[src/rtl/data_capture_pkg.sv]
// Shared defaults and types for the data capture FIFO slice.
// Provides width/depth defaults, overflow counter width and the data byte type.
package data_capture_pkg;

    localparam int DC_WIDTH_DEF = 8;
    localparam int DC_DEPTH_DEF = 4;
    localparam int OVF_CNT_W    = 16;

    typedef logic [DC_WIDTH_DEF-1:0] dc_data_t;

endpackage

[src/rtl/data_capture_mem.sv]
// Storage array for the data capture FIFO: synchronous write,
// asynchronous read, synchronous clear of every entry on rst.
// Ports: clk, rst, we, waddr, wdata (write side); raddr, rdata (read side).
module data_capture_mem
    import data_capture_pkg::*;
#(
    parameter int WIDTH = DC_WIDTH_DEF,
    parameter int DEPTH = DC_DEPTH_DEF
) (
    input  logic                     clk,
    input  logic                     rst,
    input  logic                     we,
    input  logic [$clog2(DEPTH)-1:0] waddr,
    input  logic [WIDTH-1:0]         wdata,
    input  logic [$clog2(DEPTH)-1:0] raddr,
    output logic [WIDTH-1:0]         rdata
);

    logic [WIDTH-1:0] mem [DEPTH];

    always_ff @(posedge clk) begin
        if (rst) begin
            for (int i = 0; i < DEPTH; i++) begin
                mem[i] <= '0;
            end
        end else if (we) begin
            mem[waddr] <= wdata;
        end
    end

    assign rdata = mem[raddr];

endmodule

[src/rtl/data_capture_fifo.sv]
// Show-ahead valid/ready FIFO capturing the combinational stage result byte.
// Ports: clk, rst (sync, active-high); wr_data/wr_valid/wr_ready write side;
// rd_data/rd_valid/rd_ready read side; level = stored entries;
// ovf_cnt = saturating rejected-write count, only with DATA_CAPTURE_OVF_CNT_EN.
module data_capture_fifo
    import data_capture_pkg::*;
#(
    parameter int WIDTH = DC_WIDTH_DEF,
    parameter int DEPTH = DC_DEPTH_DEF
) (
    input  logic                   clk,
    input  logic                   rst,
    input  logic [WIDTH-1:0]       wr_data,
    input  logic                   wr_valid,
    output logic                   wr_ready,
    output logic [WIDTH-1:0]       rd_data,
    output logic                   rd_valid,
    input  logic                   rd_ready,
    output logic [$clog2(DEPTH):0] level
`ifdef DATA_CAPTURE_OVF_CNT_EN
    ,
    output logic [OVF_CNT_W-1:0]   ovf_cnt
`endif
);

    localparam int AW = $clog2(DEPTH);

    // Pointers carry one extra wrap bit to tell FULL from EMPTY.
    logic [AW:0] wp;
    logic [AW:0] rp;
    logic        full;
    logic        empty;
    logic        push;
    logic        pop;

    assign empty = (wp == rp);
    assign full  = (wp[AW-1:0] == rp[AW-1:0])
                && (wp[AW] != rp[AW]);

    assign wr_ready = !full && !rst;
    assign rd_valid = !empty;
    assign level    = wp - rp;

    assign push = wr_valid && wr_ready;
    assign pop  = rd_valid && rd_ready;

    always_ff @(posedge clk) begin
        if (rst) begin
            wp <= '0;
            rp <= '0;
        end else begin
            if (push) wp <= wp + 1'b1;
            if (pop)  rp <= rp + 1'b1;
        end
    end

    data_capture_mem #(
        .WIDTH (WIDTH),
        .DEPTH (DEPTH)
    ) u_mem (
        .clk   (clk),
        .rst   (rst),
        .we    (push),
        .waddr (wp[AW-1:0]),
        .wdata (wr_data),
        .raddr (rp[AW-1:0]),
        .rdata (rd_data)
    );

`ifdef DATA_CAPTURE_OVF_CNT_EN
    always_ff @(posedge clk) begin
        if (rst) begin
            ovf_cnt <= '0;
        end else if (wr_valid && full && (ovf_cnt != '1)) begin
            ovf_cnt <= ovf_cnt + 1'b1;
        end
    end
`endif

endmodule
[config.mk]
export PLATFORM = sky130hd
export DESIGN_NAME = data_capture_fifo
export DESIGN_NICKNAME = d
export VERILOG_FILES = /design/src/rtl/data_capture_pkg.sv /design/src/rtl/data_capture_mem.sv /design/src/rtl/data_capture_fifo.sv
export SDC_FILE = /design/constraint.sdc
export NUM_CORES = 1
export LEC_CHECK = 0
export ABC_CLOCK_PERIOD_IN_PS = 4100
export CAP_MARGIN = 20
export CORE_MARGIN = 2
export CORE_UTILIZATION = 59
export DETAILED_ROUTE_END_ITERATION = 6
export GPL_ROUTABILITY_DRIVEN = 0
export GPL_TIMING_DRIVEN = 0
export PLACE_DENSITY = 0.85
export SYNTH_ARGS = -nofsm -noshare
export SYNTH_HDL_FRONTEND = slang
export SYNTH_SLANG_ARGS = --single-unit
[constraint.sdc]
create_clock -name clk -period 4.1 [get_ports clk]
set_clock_uncertainty 0.2 [all_clocks]
set_input_delay 0.82 -clock clk [delete_from_list [all_inputs] [get_ports clk]]
set_output_delay 0.82 -clock clk [all_outputs]
set_load 0.005 [all_outputs]
# --- Word-level counts from Yosys, hierarchy flattened ---
# Memory sizes are Yosys's and may differ from the RTL's. A register that Yosys moved wholly into a read port is not among the register bits.
# Index checks and enable logic that the tools add are counted.
word_totals:
  regBits: 6
  ramBits: 32
  input_bits: 12
  out_inout_bits: 13
  wordCells: 27
  mem_count: 1
op_classes:
  n_addsub: 3
  eq_ne: 3
  n_mux: 10
  n_reduce_logical: 8
mem_list:
  columns: ["memory", "depth", "width", "read_ports", "rd_ports_with_merged_regs", "write_ports", "line", "rtl"]
  rows:
  - ["u_mem.mem", 4, 8, 1, 1, 4, "data_capture_mem.sv:19", "logic [WIDTH-1:0] mem [DEPTH];"]
op_table:
  columns: ["operator", "count"]
  rows:
  - ["8-bit two-way mux", 1]
  - ["8-bit OR reduction", 1]
  - ["3-bit by 1-bit adder with 3-bit output (second input constant)", 2]
  - ["1-bit two-way mux", 6]
  - ["2-bit two-way mux", 3]
  - ["1-bit logical AND", 4]
  - ["3-bit == test", 1]
  - ["1-bit logical NOT", 3]
  - ["3-bit subtractor", 1]
  - ["2-bit == test", 1]
  - ["1-bit inequality test", 1]

# --- Longest topological paths before layout ---
logic_depth:
  depth_word: 10
  depth_mapped: 6
  ltp_nobuf: 5

# --- Cells and area by module ---
# Synthesis repeated with hierarchy kept, for this count alone.
hier_totals:
  cells_unflattened: 142
  hier_area_um2: 1960.6
modules_own_cells:
  columns: ["mod", "instances", "cells_per_inst", "area_each_um2", "seq_area_each_um2"]
  rows:
  - ["data_capture_mem", 1, 84, 1475.2, 960.9]
  - ["data_capture_fifo", 1, 58, 485.5, 120.1]

# --- Worst setup path before layout ---
# No wires, ideal clock.
synth_timing:
  kind: "input-to-reg"
  from: "input wr_valid"
  to: "memory u_mem.mem[1][0] (netlist bit) (enable)"
  setup_time_ns: 0.329
  arrival_ns: 1.766
  t_required_ns: 3.571
  setup_slack_ns: 1.805
  cell_stages: 4
  n_path_buf: 1
  cell_sequence: "clkbuf_1 -> inv_1 -> a2111oi_4 -> or2_1"
synth_rtl:
  columns: ["item", "line", "rtl"]
  rows:
  - ["from (decl)", "data_capture_fifo.sv:14", "input logic wr_valid,"]
  - ["to (decl)", "data_capture_mem.sv:19", null]

# --- Final worst setup path ---
layout_timing:
  from: "register wp[1]"
  to: "output wr_ready"
layout_via:
  elab_chain_len: 4
layout_rtl:
  columns: ["item", "line", "rtl"]
  rows:
  - ["from (decl)", "data_capture_fifo.sv:29", "logic [AW:0] wp;"]
  - ["from (signal assigned)", "data_capture_fifo.sv:52", "if (push) wp <= wp + 1'b1;"]
  - ["2-bit == test", "data_capture_fifo.sv:37", "assign full = (wp[AW-1:0] == rp[AW-1:0])"]
  - ["1-bit logical AND", "data_capture_fifo.sv:38", "&& (wp[AW] != rp[AW]);"]
  - ["1-bit logical NOT", "data_capture_fifo.sv:40", "assign wr_ready = !full && !rst;"]
  - ["1-bit logical AND", "data_capture_fifo.sv:40", null]
  - ["to (decl)", "data_capture_fifo.sv:15", "output logic wr_ready,"]
# No other way between the ends.

==> impl_metrics.csv <==
group,metric,value,unit
outcome,status,"finished clean",
setup_path,worst-setup-path-type,"flip-flop to primary output",
synth,synth_nets,164,
timing,setup_viol,0,
detailed_routing,ant_nets,0,
floorplanning,ioPinCount,25,
power_and_ir_drop,leakage,0.868,nW
setup_path,worstPathArrival,2450,ps
timing,rsz0062_at_grt,"no",
power_and_ir_drop,powerDensity,589,nW/um^2
flow_run,drv_cap,0,
detailed_routing,vias,1291,
final_layout,regArea,1120,um^2
detailed_routing,drcViolationCount,0,
hold_path,hold_class,"flip-flop to flip-flop",
synth,netlist_area,1980,um^2
timing,max_freq,288,MHz
timing,fin_crit_sh,84.7,%
final_layout,area_growth,19.3,%
cts,cts_tree,"yes",
detailed_routing,drt_iter0_markers,55,
floorplanning,die_w,61.9,um
cts,clockRootBuffer,"clkbuf_4",
global_routing,antenna_found_initial,0,
setup_path,crit_path_end_kind,"primary output",
final_layout,fin_nets,194,
cts,cts.htree.levels,2,
synth,yosys_warnings,0,
cts,clock_path_buffers,2,
synth,seq_area_frac_synth,56.6,%
placement,hpwl,2780,um
timing,worst_pin_slew,572,ps
detailed_routing,drt-wirelength-per-cell,17.4,um
cts,hold_buffers,0,
floorplanning,start_util,60.3,%
final_layout,final_cell_mix,"32 x edfxtp_1, 25 x and2_1, 23 x clkdlybuf4s50_1",
timing,slew_viol_final,0,
timing,slew_headroom,61.9,%
cts,cts.sink_count,40,
cts,numCtsBuffers,5,
synth,yosysUniqueCellTypes,36,
detailed_routing,wl,3900,um
global_routing,grt_pass1_vias,1299,
placement,place_area,2270,um^2
power_and_ir_drop,power.total,1.39,mW
synth,async_flop_share,0,%
timing,hold_viol_final,0,
final_layout,fillers,235,
global_routing,grt_pass1_wl,6070,um
final_layout,antenna_cells,0,
timing,fin_crit,3470,ps
floorplanning,fp.coreArea,3280,um^2
final_layout,multi_input_area,798,um^2
floorplanning,row_count,21,
global_routing,grt_overflow_total,0,
global_routing,global_route.usage.total,23.1,%
synth,synth_ff_type,"edfxtp_1",
setup_path,cp-start-kind,"flip-flop",
cts,cts_resized,0,
power_and_ir_drop,max-vdd-ir-drop,396,uV
setup_path,worst-path-max-fanout,9,
floorplanning,die_area,3840,um^2
final_layout,drive_gt1_share,12.4,%
timing,fin_tns_setup,0,ps
final_layout,fin_util,72.0,%
cts,postCtsSetupRepairBufs,0,
detailed_routing,first_pass_iters,5,
global_routing,grt_max_degree,13,
cts,clkTransAtPathRegs,120,ps
cts,worstSkewPairLatency,350,ps
synth,postSynthAreaPerCell,13.5,um^2
setup_path,required,3080,ps
floorplanning,die_h,61.9,um
final_layout,final_common_cell,"edfxtp_1",
synth,synth-edff-count,32,
synth,synth-seq-cells,40,
detailed_routing,via_per_inst,5.76,
final_layout,stdcell_area,2360,um^2
synth,syn-instance-count,147,
placement,io_buffers,23,
through the flow:
stage | worst slack (ps) | hold WS (ps) | cells
2_1_floorplan | 1800 | 329 | 147
3_3_place_gp | 850 | 351 | 216
3_5_place_dp | 869 | 361 | 216
4_1_cts | 668 | 383 | 224
5_1_grt | 505 | 411 | 224
6_report | 628 | 371 | 224
cell usage after synthesis, types with 2 or more instances:
library cell,count,area [um^2]
edfxtp_1,32,961
and2_1,25,156
and3_1,8,50.1
dfxtp_1,8,160
mux4_2,8,180
nand2_1,8,30.0
inv_1,6,22.5
a31oi_1,4,25.0
clkbuf_1,4,15.0
ha_1,4,50.1
nor3b_1,4,30.0
nand3_1,3,15.0
o311ai_1,3,26.3
or2_1,3,18.8
a41oi_1,2,17.5
nand4_1,2,12.5
o311ai_0,2,17.5
or3_1,2,12.5
xnor2_1,2,17.5
per-layer routing:
layer | vias up | wire length, um | part of all wire [%] | global-route usage [%]
li1 | 618 | - | - | -
met1 | 625 | 1510 | 39 | 27.3
met2 | 41 | 2130 | 55 | 39.3
met3 | 7 | 194 | 5.0 | 7.66
met4 | 0 | 66 | 1.7 | 7.90
met5 | - | 0 | 0 | 0
flip-flops by register name, summed over array words and instances, names as in the netlist, named ones only:
| register | count |
|---|---|
| wp | 3 |
| u_mem.mem | 32 |
| rp | 3 |
kinds of logic after synthesis:
group,synth area share (%)
simple gates,17.9
flops,56.6
compound gates,8.09
buf+inv,3.09
mux,9.10
fa+ha+maj,3.54
xor+xnor,1.71
final timing paths:
check              from         endpoint  slack [ps]  cells after the start
hold / removal    wp[2]            wp[2]         370                      2
setup / recovery  wp[1]         wr_ready         630                      4
setup reg to reg  wp[1]  u_mem.mem[1][2]        1410                      4
hold reg to reg   wp[2]            wp[2]         370                      2
worst max-delay path: stages, from the launching register on:
cell and delay (ps):
dfxtp_1 550, ha_1 320, and2_1 260, a21oi_2 390, clkdlybuf4s50_1 580
where the power goes:
part / switching, mW / total [mW] / internal [mW]
combinational: 0.259 / 0.546 / 0.288
clock: 0.130 / 0.292 / 0.162
sequential: 0.0413 / 0.554 / 0.513
total: 0.430 / 1.39 / 0.962
cell type report:
cell class,instances,area share [%]
Buffer,7,1.48
Clock inverter,1,1.27
Timing Repair Buffer,23,9.74
Tap cell,46,2.44
Multi-Input combinational cell,93,33.8
Sequential cell,40,47.4
Clock buffer,7,2.75
Inverter,7,1.11
No activity file was read; power rests on OpenSTA's default activity.
